$ cat config.mk
export PLATFORM = sky130hd
export DESIGN_NAME = hdmi_timing_gen
export DESIGN_NICKNAME = d
export VERILOG_FILES = /design/src/rtl/hdmi_pkg.sv /design/src/rtl/hdmi_raster_counter.sv /design/src/rtl/hdmi_timing_gen.sv
export SDC_FILE = /design/constraint.sdc
export NUM_CORES = 1
export LEC_CHECK = 0
export BUFFER_PORTS_ARGS = -buffer_cell sky130_fd_sc_hd__buf_2
export CAP_MARGIN = 10
export CORE_UTILIZATION = 49
export CTS_BUF_LIST = sky130_fd_sc_hd__clkbuf_4 sky130_fd_sc_hd__clkbuf_8 sky130_fd_sc_hd__clkbuf_16
export DETAILED_ROUTE_END_ITERATION = 7
export PLACE_DENSITY = 0.71
export SYNTH_ARGS = -nofsm -noshare
export SYNTH_HDL_FRONTEND = slang
export SYNTH_SLANG_ARGS = --single-unit
export TNS_END_PERCENT = 1
$ cat constraint.sdc
create_clock -name CLK_PIXEL -period 2.7 [get_ports CLK_PIXEL]
set_input_delay 0.405 -clock CLK_PIXEL [delete_from_list [all_inputs] [get_ports CLK_PIXEL]]
set_output_delay 0.405 -clock CLK_PIXEL [all_outputs]
set_load 0.01 [all_outputs]
$ cat src/rtl/hdmi_pkg.sv
// Shared definitions for the HDMI/DVI transmit path.
//   mode_t    : per-pixel period code presented to the TMDS channel encoders
//   period_t  : internal per-pixel period classification of the raster
//   CTL_*     : {CTL3..CTL0} codes driven alongside the control period
//   *_LEN     : data-island-free video preamble and leading guard band lengths
package hdmi_pkg;

    typedef enum logic [1:0] {
        MODE_CONTROL     = 2'd0,
        MODE_VIDEO       = 2'd1,
        MODE_VIDEO_GUARD = 2'd2
    } mode_t;

    typedef enum logic [1:0] {
        PERIOD_CONTROL,
        PERIOD_PREAMBLE,
        PERIOD_GUARD,
        PERIOD_VIDEO
    } period_t;

    localparam logic [3:0] CTL_VIDEO_PREAMBLE = 4'b0001;
    localparam logic [3:0] CTL_IDLE           = 4'b0000;

    localparam int PREAMBLE_LEN = 8;
    localparam int GUARD_LEN    = 2;

    // A preamble is still a control period on the wire; only CTL differs.
    function automatic mode_t period_mode(input period_t p);
        case (p)
            PERIOD_VIDEO: return MODE_VIDEO;
            PERIOD_GUARD: return MODE_VIDEO_GUARD;
            default:      return MODE_CONTROL;
        endcase
    endfunction

    function automatic logic [3:0] period_ctl(input period_t p);
        return (p == PERIOD_PREAMBLE) ? CTL_VIDEO_PREAMBLE : CTL_IDLE;
    endfunction

endpackage

$ cat src/rtl/hdmi_raster_counter.sv
// Wrapping pixel/line counter pair for the raster timing generator.
//   CLK_PIXEL  in   pixel clock, rising edge
//   RESET      in   asynchronous, active-high; loads (0, INIT_Y)
//   cx, cy     out  current position (registered)
//   next_x/y   out  position the counters will hold after the next edge
module hdmi_raster_counter #(
    parameter int BIT_WIDTH    = 10,
    parameter int BIT_HEIGHT   = 10,
    parameter int FRAME_WIDTH  = 800,
    parameter int FRAME_HEIGHT = 525,
    parameter int INIT_Y       = 480
) (
    input  logic                  CLK_PIXEL,
    input  logic                  RESET,
    output logic [BIT_WIDTH-1:0]  cx,
    output logic [BIT_HEIGHT-1:0] cy,
    output logic [BIT_WIDTH-1:0]  next_x,
    output logic [BIT_HEIGHT-1:0] next_y
);

    localparam logic [BIT_WIDTH-1:0]  X_LAST = BIT_WIDTH'(FRAME_WIDTH - 1);
    localparam logic [BIT_WIDTH-1:0]  X_ONE  = BIT_WIDTH'(1);
    localparam logic [BIT_HEIGHT-1:0] Y_LAST = BIT_HEIGHT'(FRAME_HEIGHT - 1);
    localparam logic [BIT_HEIGHT-1:0] Y_ONE  = BIT_HEIGHT'(1);
    localparam logic [BIT_HEIGHT-1:0] Y_INIT = BIT_HEIGHT'(INIT_Y);

    always_comb begin
        // NOTE: every output gets a default before any branch, so no path leaves it unassigned (no latch).
        next_x = cx + X_ONE;
        next_y = cy;
        if (cx == X_LAST) begin
            next_x = '0;
            next_y = (cy == Y_LAST) ? '0 : cy + Y_ONE;
        end
    end

    always_ff @(posedge CLK_PIXEL or posedge RESET) begin
        // NOTE: state is updated with non-blocking assignments so every register samples pre-edge values.
        if (RESET) begin
            cx <= '0;
            cy <= Y_INIT;
        end else begin
            cx <= next_x;
            cy <= next_y;
        end
    end

endmodule

$ cat src/rtl/hdmi_timing_gen.sv
// Parametrised raster timing generator for the HDMI/DVI transmit path.
//   CLK_PIXEL    in   pixel clock, all state on rising edge
//   RESET        in   asynchronous, active-high
//   cx, cy       out  current pixel column / line
//   hsync, vsync out  syncs, polarity set by SYNC_POL
//   draw_area    out  1 inside the active picture
//   mode         out  0 control, 1 active video, 2 video guard band
//   ctl          out  {CTL3..CTL0}; preamble code ahead of each active line
//   line_start   out  1 when cx == 0
//   frame_start  out  1 when cx == 0 and cy == 0
// Every output is a register decoded from the counter's next position, so all
// outputs describe the same (cx, cy) in the same cycle.
module hdmi_timing_gen
    import hdmi_pkg::*;
#(
    parameter int BIT_WIDTH     = 10,
    parameter int BIT_HEIGHT    = 10,
    parameter int FRAME_WIDTH   = 800,
    parameter int FRAME_HEIGHT  = 525,
    parameter int SCREEN_WIDTH  = 640,
    parameter int SCREEN_HEIGHT = 480,
    parameter int HSYNC_START   = 656,
    parameter int HSYNC_END     = 752,
    parameter int VSYNC_START   = 490,
    parameter int VSYNC_END     = 492,
    parameter int SYNC_POL      = 1,
    parameter int DVI_OUTPUT    = 0
) (
    input  logic                  CLK_PIXEL,
    input  logic                  RESET,
    output logic [BIT_WIDTH-1:0]  cx,
    output logic [BIT_HEIGHT-1:0] cy,
    output logic                  hsync,
    output logic                  vsync,
    output logic                  draw_area,
    output logic [1:0]            mode,
    output logic [3:0]            ctl,
    output logic                  line_start,
    output logic                  frame_start
);

    localparam logic SYNC_ON        = (SYNC_POL != 0);
    localparam logic DVI            = (DVI_OUTPUT != 0);
    localparam int   GUARD_FIRST    = FRAME_WIDTH - GUARD_LEN;
    localparam int   PREAMBLE_FIRST = GUARD_FIRST - PREAMBLE_LEN;

    if (FRAME_WIDTH - SCREEN_WIDTH < PREAMBLE_LEN + GUARD_LEN) begin : g_err_hblank
        $error("hdmi_timing_gen: horizontal blanking too short for preamble and guard band");
    end
    if (!(SCREEN_WIDTH <= HSYNC_START && HSYNC_START < HSYNC_END && HSYNC_END <= FRAME_WIDTH)) begin : g_err_hsync
        $error("hdmi_timing_gen: hsync must lie inside horizontal blanking");
    end
    if (!(SCREEN_HEIGHT < VSYNC_START && VSYNC_START < VSYNC_END && VSYNC_END <= FRAME_HEIGHT)) begin : g_err_vsync
        $error("hdmi_timing_gen: vsync must lie inside vertical blanking");
    end
    if (FRAME_WIDTH > (1 << BIT_WIDTH) || FRAME_HEIGHT > (1 << BIT_HEIGHT)) begin : g_err_width
        $error("hdmi_timing_gen: counter widths too small for frame size");
    end

    logic [BIT_WIDTH-1:0]  next_x;
    logic [BIT_HEIGHT-1:0] next_y;
    int                    nx;
    int                    ny;
    int                    ny_after;
    logic                  draw_d;
    logic                  hsync_d;
    logic                  vsync_d;
    logic                  next_line_active;
    period_t               period_d;

    hdmi_raster_counter #(
        .BIT_WIDTH    (BIT_WIDTH),
        .BIT_HEIGHT   (BIT_HEIGHT),
        .FRAME_WIDTH  (FRAME_WIDTH),
        .FRAME_HEIGHT (FRAME_HEIGHT),
        .INIT_Y       (SCREEN_HEIGHT)
    ) u_counter (
        .CLK_PIXEL (CLK_PIXEL),
        .RESET     (RESET),
        .cx        (cx),
        .cy        (cy),
        .next_x    (next_x),
        .next_y    (next_y)
    );

    assign nx       = int'(next_x);
    assign ny       = int'(next_y);
    // Line that follows the one being entered; preamble is sent only ahead of active lines.
    assign ny_after = (ny == FRAME_HEIGHT - 1) ? 0 : ny + 1;

    assign next_line_active = (ny_after < SCREEN_HEIGHT);
    assign draw_d  = (nx < SCREEN_WIDTH) && (ny < SCREEN_HEIGHT);
    assign hsync_d = ((nx >= HSYNC_START) && (nx < HSYNC_END)) ? SYNC_ON : ~SYNC_ON;
    assign vsync_d = ((ny >= VSYNC_START) && (ny < VSYNC_END)) ? SYNC_ON : ~SYNC_ON;

    // Period classification of the pixel about to be entered.
    always_comb begin
        period_d = PERIOD_CONTROL;
        if (draw_d) begin
            period_d = PERIOD_VIDEO;
        end else if (!DVI && next_line_active) begin
            if (nx >= GUARD_FIRST) begin
                period_d = PERIOD_GUARD;
            end else if (nx >= PREAMBLE_FIRST) begin
                period_d = PERIOD_PREAMBLE;
            end
        end
    end

    always_ff @(posedge CLK_PIXEL or posedge RESET) begin
        if (RESET) begin
            hsync       <= ~SYNC_ON;
            vsync       <= ~SYNC_ON;
            draw_area   <= 1'b0;
            mode        <= MODE_CONTROL;
            ctl         <= CTL_IDLE;
            line_start  <= 1'b0;
            frame_start <= 1'b0;
        end else begin
            hsync       <= hsync_d;
            vsync       <= vsync_d;
            draw_area   <= draw_d;
            mode        <= period_mode(period_d);
            ctl         <= period_ctl(period_d);
            line_start  <= (nx == 0);
            frame_start <= (nx == 0) && (ny == 0);
        end
    end

endmodule

==> metrics.md <==
| Metric | Value |
|---|---|
| Setup crit end kind | register |
| Required @ worst endpoint | 2.98 ns |
| Final Critical Period | 2.550 ns |
| Gr usage total | 0.2457 |
| CTS Hold Bufs | 0 |
| Rows | 21 |
| Status | finished, final reports clean |
| Asr flop ratio synth | 1.000 |
| Syn Area/Cell | 9.581 um2 |
| CP Launch Point | u_counter.cx[0] |
| Post-Route WL | ~4.6 mm |
| Startpoint Class | register |
| Initial antenna violation count | 0 |
| Initial drt markers | 106 |
| CP arrival | 2.83 ns |
| Via count | between 1.5k and 2k |
| Multi-input gate area | just over 1000 um2 |
| Pin count of the biggest net entering global routing | 29 |
| Maxcap violations | 0 |
| Routability Congestion | 0.9938 |
| Setup TNS | 0 ns |
| Sequential cell area fraction in the yosys report | 0.3939 |
| Clock transition at path regs | 0.15 ns |
| Hold Fails Final Rpt | 0 |
| Seq. cell area | slightly above 700 um2 |
| Grt ovf | 0 |
| Post-route worst setup slack | 0.1500 ns |
| Maximum vdd drop | between 0.2 and 0.3 mV |
| Worst-margin pin slew | 0.5504 ns |
| CORE AREA | roughly 3400 um2 |
| # H-tree levels | 1 |
| Yosys top cell area share | 0.3352 |
| Avg WL per Cell | 17.49 um |
| Syn Inst Count | 187 |
| Pwr Density | approximately 340 nW/um2 |
| Place WS | about 0.076 ns |
| Nets | 225 |
| Yosys warnings | 0 |
| Area Overhead vs Synth | 17.67% |
| Synth Cell Area | 1792 um2 |
| Final ANT Viol Nets | 0 |
| I/O pin count | 33 |
| Final-layout fill cell count | 286 |
| Die width | 62.47 um |
| CTS tree | done |
| Max Slew Vio Count | 0 |
| CP max FO | 7 |
| Largest cells by area after synthesis | dfrtp_1, dfstp_2, xnor2_1 |
| Most used DFF post-synth | dfrtp_1 |
| Post-DP HPWL | 3.497 mm |
| Reg-to-reg critical path startpoint | u_counter.cx[0] |
| Global-route wire length before repair | around 7.6 mm |
| Clock Latency Late Sink | 0.33 ns |
| Root Buffer | clkbuf_4 |
| Final period utilization | 0.9445 |
| Initial core utilization | 0.5245 |
| #FFs+latches synth | 28 |
| Final Skew | approximately 0.0043 ns |
| Clk sinks | 28 |
| Leak | 0.9555 nW |
| Yosys cell types | 55 |
| Hold crit path type | input pin to asynchronous set/reset pin |
| Post-synth EDFFs | 0 |
| Die Y | between 60 and 70 um |
| Post-Route Utilization | 0.6172 |
| N_diodes | 0 |
| Clock buffer depth | 2 |
| Final setup fails | 0 |
| 1st-pass router iterations | 4 |
| Number of buffers created by CTS | 3 |
| Die area | slightly below 4000 um2 |
| Achievable frequency | 392.2 MHz |
| Share of post-route cells with drive strength above 1 | 0.3288 |
| Largest area contributor in the netlist | dfrtp_1 |
| Number of I/O port buffers | 29 |
| Vias in the first global route | 1580 |
| Slew Limit Headroom | 0.6304 |
| Kind of critical path | register to register |
| Post-route DRC | 0 |
| Vias per cell | 5.989 |
repair_timing:
item | in CTS | in global routing
buffers inserted | 0 | 1
endpoints found under the setup margin | 0 | 3
hold endpoints to repair | 0 | 0
resized for setup | 0 | 12
registers in the layout, summed over array words and instances, names as in the netlist:
register / flops
line_start: 1
vsync: 1
ctl: 1
u_counter.cy: 10
draw_area: 1
u_counter.cx: 10
frame_start: 1
hsync: 1
mode: 2
critical path, stage by stage (launching register included):
cell     delay [ns]
dfrtp_1        0.42
ha_2           0.26
nand4_4        0.22
nor3_4         0.43
buf_4          0.20
nor2_2         0.04
or4_4          0.44
nor4_2         0.25
and4b_1        0.24
final cells by class:
cell class	instances	share of cell area
Sequential cell	28	0.3347
Tap cell	46	0.02730
Timing Repair Buffer	38	0.1009
Clock inverter	1	0.01424
Clock buffer	3	0.01068
Inverter	14	0.02552
Multi-Input combinational cell	135	0.4866
logic make-up (layout without fill, tap and decap cells):
group / count (synthesis) / in the layout / synth area share
multiplexers: 3 / 3 / 0.01676
adder cells (fa/ha/maj): 3 / 3 / 0.02095
other: 1 / 3 / 0.002093
buffers and inverters: 26 / 56 / 0.07332
AO/OA/AOI/OAI: 31 / 31 / 0.1194
XOR/XNOR: 12 / 12 / 0.05866
AND/OR/NAND/NOR: 83 / 83 / 0.3150
flip-flops: 28 / 28 / 0.3939
synth_stat cells, types with 3 or more instances:
library cell / n
a21oi_1: 7
nand3_1: 9
a211oi_1: 3
nor3b_1: 3
nor2_1: 12
and4_1: 3
clkbuf_1: 4
nor4_1: 5
xor2_1: 4
inv_1: 13
dfrtp_1: 24
mux2i_1: 3
ha_1: 3
nand4_1: 5
o21ai_0: 3
buf_4: 4
nand2_1: 17
a31oi_1: 7
xnor2_1: 8
nor4_2: 5
dfstp_2: 4
per-layer routing:
| layer | GRT usage | share of wire | up-vias |
|---|---|---|---|
| li1 | - | - | 750 |
| met1 | 0.3063 | 0.42 | 762 |
| met2 | 0.4144 | 0.51 | 61 |
| met3 | 0.02555 | 0.043 | 14 |
| met4 | 0.1366 | 0.028 | 0 |
| met5 | 0 | 0 | - |
layout by cell type (no fill, tap or decap), types with 6 or more instances in the layout:
master   instances
a21oi_1          7
a31oi_1          6
buf_2           29
buf_4            9
dfrtp_1         24
inv_1           13
nand2_1         17
nand3_1          9
nor2_1          12
xnor2_1          7
where the power goes:
group / internal, mW / switching (mW)
Clock: 0.150 / 0.127
Sequential: 0.420 / 0
Combinational: 0.00158 / 0.0102
Total: 0.572 / 0.137
final timing paths:
| path | cells past startpoint | slack (ns) | to |
|---|---|---|---|
| hold reg to reg | 1 | 0.51 | u_counter.cx[0] |
| setup / recovery | 8 | 0.15 | frame_start |
| min in group CLK_PIXEL | 1 | 0.51 | u_counter.cx[0] |
| max in group asynchronous | 3 | 2.28 | u_counter.cy[7] |
| setup reg to reg | 8 | 0.15 | frame_start |
| hold / removal | 3 | 0.11 | u_counter.cy[9] |
stage by stage:
stage          total power [mW]  area (um2)  hold slack [ns]  std cells
2_1_floorplan            0.4386        1799           0.4674        189
3_3_place_gp             0.4391        1984           0.4631        260
3_5_place_dp             0.4397        1984           0.4882        260
4_1_cts                  0.7171        2037           0.1233        264
5_1_grt                  0.7311        2108           0.1491        265
6_report                 0.7088        2108           0.1111        265
(Power assumes the default switching activity.)
